$ cat config.mk
export PLATFORM = sky130hd
export DESIGN_NAME = tile_drawer
export DESIGN_NICKNAME = d
export VERILOG_FILES = /design/src/rtl/tile_pkg.sv /design/src/rtl/tile_shader.sv /design/src/rtl/tile_drawer.sv
export SDC_FILE = /design/constraint.sdc
export NUM_CORES = 1
export LEC_CHECK = 0
export ABC_AREA = 1
export BUFFER_PORTS_ARGS = -buffer_cell sky130_fd_sc_hd__buf_4
export CELL_PAD_IN_SITES_DETAIL_PLACEMENT = 1
export CELL_PAD_IN_SITES_GLOBAL_PLACEMENT = 2
export CORE_MARGIN = 2
export CORE_UTILIZATION = 33
export CTS_BUF_LIST = sky130_fd_sc_hd__clkbuf_8 sky130_fd_sc_hd__clkbuf_16
export DETAILED_ROUTE_END_ITERATION = 12
export HOLD_SLACK_MARGIN = 0.08
export PLACE_DENSITY_LB_ADDON = 0.3
export RECOVER_POWER = 100
export SETUP_SLACK_MARGIN = 0.2
export SLEW_MARGIN = 20
export SYNTH_ARGS = -nofsm -noshare
export SYNTH_HDL_FRONTEND = slang
export SYNTH_SLANG_ARGS = --single-unit
$ cat constraint.sdc
create_clock -name clk -period 4.45 [get_ports clk]
set_input_delay 0.89 -clock clk [delete_from_list [all_inputs] [get_ports clk]]
set_output_delay 0.89 -clock clk [all_outputs]
set_load 0.01 [all_outputs]
$ cat src/rtl/tile_pkg.sv
// Shared types and default colours for the tile rasteriser.
// Imported by tile_shader and tile_drawer.
package tile_pkg;

    typedef enum logic [1:0] {
        ST_IDLE = 2'd0,
        ST_DRAW = 2'd1,
        ST_DONE = 2'd2
    } tile_state_t;

    typedef enum logic [1:0] {
        STYLE_EMPTY          = 2'd0,
        STYLE_FILLED         = 2'd1,
        STYLE_OUTLINE        = 2'd2,
        STYLE_OUTLINE_FILLED = 2'd3
    } tile_style_t;

    localparam logic [23:0] DEF_BG_COLOR     = 24'h000000;
    localparam logic [23:0] DEF_FILL_COLOR   = 24'hB2E1F2;
    localparam logic [23:0] DEF_BORDER_COLOR = 24'hC7B8E4;

endpackage

$ cat src/rtl/tile_shader.sv
// Combinational pixel colour for a position inside a tile.
// Border test is done one bit wider so BORDER=0 never matches.
module tile_shader
    import tile_pkg::*;
#(
    parameter int          TILE_SIZE    = 16,
    parameter int          BORDER       = 2,
    parameter logic [23:0] BG_COLOR     = DEF_BG_COLOR,
    parameter logic [23:0] FILL_COLOR   = DEF_FILL_COLOR,
    parameter logic [23:0] BORDER_COLOR = DEF_BORDER_COLOR,
    parameter int          CW           = $clog2(TILE_SIZE)
) (
    input  tile_style_t   style_i,
    input  logic [CW-1:0] cx_i,
    input  logic [CW-1:0] cy_i,
    output logic [23:0]   rgb_o
);

    localparam logic [CW:0] LO = (CW+1)'(BORDER);
    localparam logic [CW:0] HI = (CW+1)'(TILE_SIZE - BORDER);

    logic on_border;

    assign on_border = ({1'b0, cx_i} <  LO) ||
                       ({1'b0, cy_i} <  LO) ||
                       ({1'b0, cx_i} >= HI) ||
                       ({1'b0, cy_i} >= HI);

    always_comb begin
        rgb_o = BG_COLOR;
        unique case (style_i)
            STYLE_EMPTY:          rgb_o = BG_COLOR;
            STYLE_FILLED:         rgb_o = FILL_COLOR;
            STYLE_OUTLINE:        rgb_o = on_border ? BORDER_COLOR : BG_COLOR;
            STYLE_OUTLINE_FILLED: rgb_o = on_border ? BORDER_COLOR : FILL_COLOR;
            default:              rgb_o = BG_COLOR;
        endcase
    end

endmodule

$ cat src/rtl/tile_drawer.sv
// Streams every pixel of one TILE_SIZE x TILE_SIZE tile over valid/ready.
// Outputs are registered from next-state counters so a stall holds them.
module tile_drawer
    import tile_pkg::*;
#(
    parameter int          TILE_SIZE    = 16,
    parameter int          BORDER       = 2,
    parameter int          X_BITS       = 10,
    parameter int          Y_BITS       = 9,
    parameter logic [23:0] BG_COLOR     = DEF_BG_COLOR,
    parameter logic [23:0] FILL_COLOR   = DEF_FILL_COLOR,
    parameter logic [23:0] BORDER_COLOR = DEF_BORDER_COLOR,
    parameter int          CW           = $clog2(TILE_SIZE)
) (
    input  logic                 clk,
    input  logic                 reset_n,
    input  logic                 start,
    input  logic [X_BITS-CW-1:0] tile_x,
    input  logic [Y_BITS-CW-1:0] tile_y,
    input  logic [1:0]           style,
    output logic                 busy,
    output logic                 pixel_valid,
    input  logic                 pixel_ready,
    output logic [X_BITS-1:0]    x,
    output logic [Y_BITS-1:0]    y,
    output logic [7:0]           r,
    output logic [7:0]           g,
    output logic [7:0]           b,
    output logic                 done
);

    localparam logic [CW-1:0] CMAX = '1;

    tile_state_t          state_q, state_d;
    tile_style_t          style_q, style_d;
    logic [X_BITS-CW-1:0] tx_q, tx_d;
    logic [Y_BITS-CW-1:0] ty_q, ty_d;
    logic [CW-1:0]        cx_q, cx_d;
    logic [CW-1:0]        cy_q, cy_d;
    logic [X_BITS-1:0]    x_q;
    logic [Y_BITS-1:0]    y_q;
    logic [23:0]          rgb_q, rgb_d;
    logic                 valid_q, busy_q, done_q;

    tile_shader #(
        .TILE_SIZE    (TILE_SIZE),
        .BORDER       (BORDER),
        .BG_COLOR     (BG_COLOR),
        .FILL_COLOR   (FILL_COLOR),
        .BORDER_COLOR (BORDER_COLOR),
        .CW           (CW)
    ) u_shader (
        .style_i (style_d),
        .cx_i    (cx_d),
        .cy_i    (cy_d),
        .rgb_o   (rgb_d)
    );

    always_comb begin
        state_d = state_q;
        style_d = style_q;
        tx_d    = tx_q;
        ty_d    = ty_q;
        cx_d    = cx_q;
        cy_d    = cy_q;
        case (state_q)
            ST_IDLE: begin
                if (start) begin
                    state_d = ST_DRAW;
                    style_d = tile_style_t'(style);
                    tx_d    = tile_x;
                    ty_d    = tile_y;
                    cx_d    = '0;
                    cy_d    = '0;
                end
            end
            ST_DRAW: begin
                if (pixel_ready) begin
                    if (cx_q == CMAX) begin
                        cx_d = '0;
                        if (cy_q == CMAX) state_d = ST_DONE;
                        else              cy_d    = cy_q + 1'b1;
                    end else begin
                        cx_d = cx_q + 1'b1;
                    end
                end
            end
            ST_DONE: state_d = ST_IDLE;
            default: state_d = ST_IDLE;
        endcase
    end

    always_ff @(posedge clk or negedge reset_n) begin
        if (!reset_n) begin
            state_q <= ST_IDLE;
            style_q <= STYLE_EMPTY;
            tx_q    <= '0;
            ty_q    <= '0;
            cx_q    <= '0;
            cy_q    <= '0;
            x_q     <= '0;
            y_q     <= '0;
            rgb_q   <= '0;
            valid_q <= 1'b0;
            busy_q  <= 1'b0;
            done_q  <= 1'b0;
        end else begin
            state_q <= state_d;
            style_q <= style_d;
            tx_q    <= tx_d;
            ty_q    <= ty_d;
            cx_q    <= cx_d;
            cy_q    <= cy_d;
            valid_q <= (state_d == ST_DRAW);
            busy_q  <= (state_d != ST_IDLE);
            done_q  <= (state_d == ST_DONE);
            if (state_d == ST_DRAW) begin
                x_q   <= {tx_d, cx_d};
                y_q   <= {ty_d, cy_d};
                rgb_q <= rgb_d;
            end
        end
    end

    assign busy        = busy_q;
    assign pixel_valid = valid_q;
    assign done        = done_q;
    assign x           = x_q;
    assign y           = y_q;
    assign r           = rgb_q[23:16];
    assign g           = rgb_q[15:8];
    assign b           = rgb_q[7:0];

endmodule

[Word-level counts from Yosys, hierarchy flattened]
Index checks and enable logic that the tools add are counted.
Storage, ports and cells
  output and inout bits: 46
  bits in writable memories: 0
  flip-flop bits (word level): 69
  input bits: 17
  bits in latches: 0
  memories kept: 0
  logic and storage cells: 55
  memory bits (read-only): 0
Operators by class
  add/subtract/negate cells: 2
  bitwise logic cells: 0
  magnitude comparators: 4
  shift-type cells: 0
  reductions and logical operators: 6
  muxes and demuxes: 23
  divide/modulo/power cells: 0
  multiply operators: 0
  eq/ne operators: 8
Operators by type and width (count)
  $pmux W24 S4: 1
  $mux W4: 7
  $mux W24: 1
  $mux W23: 1
  $pmux W4 S2: 2
  $mux W2: 6
  $mux W6: 2
  $mux W5: 2
  $add A4 B1 Y4 const B: 2
  $eq A4 B4 Y1 const B: 2
  $ge A4 B4 Y1 const B: 2
  $lt A4 B2 Y1 const B: 2
  $eq A2 B1 Y1 const B: 3
  $eq A2 B2 Y1 const B: 3
  $logic_not A2 Y1: 2
  $pmux W2 S2: 1
  $logic_or A1 B1 Y1: 3
  $reduce_bool A2 Y1: 1

[Depth between registers and ports, before layout]
  depth after elaboration: 11
  mapped depth: 14
  gate-level depth less buffers: 14

[Modules after synthesis]
A second synthesis with hierarchy kept.
Second synthesis, totals
  cells, all modules: 361
  area, all modules: 3080.5 µm²
Modules (own cells, without submodules)
  tile_drawer: area each 2825.2 µm², cells an instance 318, times used 1, sequential area each 1726.7 µm²
  tile_shader: area each 255.2 µm², cells an instance 43, times used 1, sequential area each 0.0 µm²

[Worst setup path before layout]
No wires, ideal clock.
  path kind: input to register
  start: input pixel_ready
  end: register rgb_q[21]
  library setup time: 0.116 ns
  path slack: 2.646 ns
  buffers on the path: 0
  data arrival time: 1.687 ns
  cell stages on the path: 13
  path through: nand2_2 nor2_8 nand2_2 nand2_1 nand2_1 nand2_2 nand2_4 nor2_2 nand2_1 nand3_2 nand2_1 nand2_1 nand2_1
Between the ends
  cells in the longest elaborated chain, start to end: 8
  elaborated cells on any way between the ends: 16
RTL lines
  start, declared: line tile_drawer.sv:23  | input logic pixel_ready,
  $mux W4 (*): line tile_drawer.sv:78  | if (pixel_ready) begin
  $pmux W4 S2 (*): line tile_drawer.sv:66  | case (state_q)
  named net cy_d[2]: line tile_drawer.sv:39  | logic [CW-1:0] cy_q, cy_d;
  $lt A4 B2 Y1: line tile_shader.sv:25  | ({1'b0, cy_i} < LO) ||
  $logic_or A1 B1 Y1: line tile_shader.sv:24  | assign on_border = ({1'b0, cx_i} < LO) ||
  $logic_or A1 B1 Y1: line tile_shader.sv:25
  $logic_or A1 B1 Y1 (*): line tile_shader.sv:26  | ({1'b0, cx_i} >= HI) ||
  $mux W23 (*): line tile_shader.sv:35  | STYLE_OUTLINE_FILLED: rgb_o = on_border ? BORDER_COLOR : FILL_COLOR;
  $pmux W24 S4 (*): line tile_shader.sv:31  | unique case (style_i)
  end signal, assigned: line tile_drawer.sv:120  | rgb_q <= rgb_d;
  end, declared: line tile_drawer.sv:42  | logic [23:0] rgb_q, rgb_d;
The timed path passes the listed nets; every way through them passes the cells marked *.
A chain may end at the register's enable or synchronous reset.

[Worst setup path in the final report]
  start: input pixel_ready
  end: register rgb_q[22]
Between the ends
  cells in the longest elaborated chain, start to end: 8
  elaborated cells on any way between the ends: 17
RTL lines (line)
  $mux W4: tile_drawer.sv:78
  $pmux W4 S2: tile_drawer.sv:66
  $lt A4 B2 Y1 (on tied branches): tile_shader.sv:24, tile_shader.sv:25
  $logic_or A1 B1 Y1: tile_shader.sv:24
  $logic_or A1 B1 Y1: tile_shader.sv:25
  $logic_or A1 B1 Y1: tile_shader.sv:26
  $mux W23 / $mux W24 (equally long branches): tile_shader.sv:35, tile_shader.sv:34
  $pmux W24 S4: tile_shader.sv:31
Several ways; a longest one is shown, not always the timed one.

==> results <==
- In this run the power density over the cells is ~420 nW/µm².
- The die extent in x is ~87 µm.
- The clock net in this run drives a total of 48 sinks.
- Post-CTS repair changed the size of 0 cells.
- The worst-case headroom to the max-slew limit is 37.27%.
- Summed over all failing endpoints, the final setup total negative slack is 0 ps.
- The count of nets left with antenna violations after detail routing is 0.
- After detailed routing, the number of remaining DRC violations is 0.
- The number of nets in the finished design is between 300 and 400.
- The count of warnings emitted by yosys is 0.
- Routability-driven placement finished with a final weighted congestion of between 0.7 and 0.8.
- Global routing finished with a remaining overflow of 0.
- The via count of the first global-routing pass was roughly 1700.
- The sequential area share after synthesis is between 50% and 60%.
- The required time of the worst setup path is ~4600 ps.
- The core region area is about 6700 µm².
- The total global routing track utilization is between 10% and 20%.
- The worst-case IR drop observed on VDD is about 0.12 mV.
- The final design utilization is 37.10%.
- Post-CTS timing repair inserted 0 buffers for setup.
- In this run the worst hold path is classified as reg2reg.
- Setup repair after global routing left no endpoint under its margin.
- For this configuration, the core starts out at a cell density of ~34%.
- For hold timing, the worst endpoint is x[3].
- The number of diodes added for antenna fixing is 0.
- At the pin with the least slew margin, the transition time is ~940 ps.
- The start-to-end type of the worst setup path is in2reg.
- The max-cap violation count is 0.
- The total design power is roughly 0.0010 W.
- The total standard cell area after synthesis is 2268 µm².
- The later pin in the worst-skew pair is clocked with a latency of 310 ps.
- Using the TritonRoute via totals, the vias-per-cell ratio works out to ~4.5.
- Counting tap cells, the placed design contains a total of between 300 and 400 instances.
- The sequential cell area in the final layout is around 1200 µm².
- The cell chosen for the clock root is sky130_fd_sc_hd__clkbuf_8.
- The CTS tree is done.
- The wire-length estimate of the detail-placed layout is between 3 and 4 mm.
- The critical-path maximum fanout is 31.
- The worst hold margin is between 400 and 500 ps.
- The average size of a mapped cell is approximately 8.9 µm².
- The run finished with clean final reports.
- In this run the vertical extent of the chip is 86.91 µm.
- The total of buffers placed on input and output ports is 57.
- Timing would allow up to between 300 and 400 MHz.
- Counting distinct cell types in the post-synthesis netlist gives 29.
- The number of max-slew violations in the final report is 0.
- The layout cell share with drive strength beyond 1 is roughly an eighth.
- Summed over all cells, the static leakage comes to between 1 and 1.5 nW.
- The total I/O pin count is 63.
- The placement row count is 30.
- STA classifies the critical path endpoint as a flop.
- Excluding fillers, the count of instances in the completed layout stands at roughly 380.
- The sort of element at the start of the critical path is an input port.
- The final period utilization is about two thirds.
- In this run the most critical hold path is launched from x[3].
- In this run the deepest clock path goes through 2 buffers.
- The reg-to-reg startpoint is cx_q[0].
- The initial antenna violation count came to 0.
- The die covers 7553 µm².
- In the final layout, the multi-input gates occupy a little under 800 µm².
- For the worst setup path, the data arrival time is about 3200 ps.
- Clock-pin slew was measured on the worst setup and hold paths at 90 ps.
- The number of cells on the worst reg-to-reg path is 8.
- The number of buffers created by CTS is 5.
- The first detailed-routing pass ran for 4 iterations.
- The routed length per instance is approximately 13 µm.
- After the first detailed-routing iteration, the DRC count stood at 60.
- In this run, post-CTS hold repair placed 0 buffers.
- The worst register-to-register path ends at rgb_q[22].
- The aggregate routed wire length is slightly below 5 mm.
- The clock arrives with 9.994 ps of skew.
- Synthesis inferred between 40 and 50 register bits.
- The total number of vias is approximately 1700.
- The hold violation total from the final report is 0.
- Subtracting the final worst setup slack from the clock period gives 2995 ps.
- CTS built an H-tree with a depth of 2.
- The count of filler cells inserted in the layout is 848.
- Relative to the synthesized area, the layout overhead comes to 9.873%.
- Counting instances, the worst hold path has a depth of 2.
- The internal reg-to-reg setup slack is around 1700 ps.
- The first-pass GRT wire length is approximately 8.3 mm.
- The cell count after synthesis is ~250.
- The largest net degree at the start of global routing is a little under 50.
- Setup violations remaining at the end of the flow were counted as 0.
[per-layer routing]
layer | up-vias | global-route usage (%) | part of all wire [%] | wire (µm)
li1 | 854 | - | - | -
met2 | 33 | 22.55 | 47 | 2290
met5 | - | 0 | 0 | 0
met4 | 0 | 5.114 | 1.4 | 67
met1 | 807 | 18.94 | 48 | 2359
met3 | 7 | 3.412 | 3.4 | 167
[worst max path at each step]
stage	startpoint	end	slack, ps
after floorplan	pixel_ready	rgb_q[21]	2650
after global placement	pixel_ready	rgb_q[22]	2070
after detailed placement	pixel_ready	x[4]	2060
after CTS	cx_q[0]	rgb_q[22]	2360
after global routing	pixel_ready	rgb_q[22]	1090
final	pixel_ready	rgb_q[22]	1450
[area by class of cell]
class | instances | area share, %
sequential | 48 | 48.19
multi-input combinational | 163 | 30.82
timing repair buffer | 57 | 10.69
tap | 80 | 4.016
inverter | 20 | 3.012
clock buffer | 5 | 2.761
clock inverter | 2 | 0.5020
[cell usage after synthesis (all sizes together)]
master  number  share of area [%]
nand2       85                 16
dfrtp       48                 53
nor2        29                5.7
buf         26                8.5
inv         20                3.3
a31oi       12                3.3
nand3       12                3.8
o21ai        7                1.5
a21oi        3               0.66
ha           2                1.1
nand3b       2               0.83
nand4        2               0.55
clkbuf       1               0.17
conb         1               0.17
o211a        1               0.44
o21bai       1               0.33
or2          1               0.28
xor2         1               0.39
[registers in the layout, indices dropped and copies added (netlist names), 3 cells and up]
register / flops
cx_q: 4
tx_q: 6
y: 9
cy_q: 4
ty_q: 5
x: 10
rgb_q: 3
[cells in the final DEF (no fill, tap or decap)]
cell / netlist / layout
sky130_fd_sc_hd__a21oi_1: 3 / 3
sky130_fd_sc_hd__a31oi_1: 12 / 12
sky130_fd_sc_hd__buf_4: 21 / 14
sky130_fd_sc_hd__clkbuf_1: 1 / 43
sky130_fd_sc_hd__clkbuf_8: 0 / 5
sky130_fd_sc_hd__clkinv_2: 0 / 1
sky130_fd_sc_hd__clkinvlp_4: 0 / 1
sky130_fd_sc_hd__conb_1: 1 / 5
sky130_fd_sc_hd__dfrtp_1: 48 / 48
sky130_fd_sc_hd__ha_1: 2 / 2
sky130_fd_sc_hd__inv_1: 14 / 17
sky130_fd_sc_hd__inv_2: 6 / 3
sky130_fd_sc_hd__nand2_1: 72 / 80
sky130_fd_sc_hd__nand2_2: 11 / 4
sky130_fd_sc_hd__nand2_4: 2 / 1
sky130_fd_sc_hd__nand3_1: 7 / 7
sky130_fd_sc_hd__nand3_2: 5 / 5
sky130_fd_sc_hd__nand3b_1: 1 / 1
sky130_fd_sc_hd__nand3b_2: 1 / 1
sky130_fd_sc_hd__nand4_1: 2 / 2
sky130_fd_sc_hd__nor2_1: 26 / 27
sky130_fd_sc_hd__nor2_2: 2 / 2
sky130_fd_sc_hd__o211a_1: 1 / 1
sky130_fd_sc_hd__o21ai_0: 5 / 6
sky130_fd_sc_hd__o21ai_1: 2 / 1
sky130_fd_sc_hd__o21bai_1: 1 / 1
sky130_fd_sc_hd__or2_1: 1 / 1
sky130_fd_sc_hd__xor2_1: 1 / 1
[report_power, final]
group          internal, W  switching [W]
sequential        0.000493      0.0000445
combinational    0.0000911       0.000154
clock             0.000107       0.000149
total             0.000691       0.000348
[worst max-delay path, cell delays in order]
cell and delay [ps]:
sky130_fd_sc_hd__clkbuf_1 190, sky130_fd_sc_hd__nand2_1 130, sky130_fd_sc_hd__nor2_1 450, sky130_fd_sc_hd__nand3b_2 150, sky130_fd_sc_hd__nand2_1 440, sky130_fd_sc_hd__inv_1 570
sky130_fd_sc_hd__nand3_1 280, sky130_fd_sc_hd__nand2_1 70
[logic make-up (layout without fill, tap and decap cells)]
| family | count (synthesis) | count (layout) | share of synthesized area, % |
|---|---|---|---|
| DFF | 48 | 48 | 52.95 |
| other | 1 | 5 | 0.1653 |
| xor gates and xnor gates | 1 | 1 | 0.3862 |
| adders and majority gates | 2 | 2 | 1.103 |
| AOI/OAI and AO/OA | 24 | 24 | 6.288 |
| buffers and inverters | 47 | 84 | 12.02 |
| and+or+nand+nor | 131 | 131 | 27.08 |
[per-stage QoR]
step | cell area, µm² | setup slack (ps)
CTS | 2695 | 2358
finish | 2492 | 1455
global route | 2492 | 1088
detailed placement | 2614 | 2065
floorplan | 2283 | 2646
global placement | 2614 | 2069
Note: power is estimated with default switching activity, not from simulation.
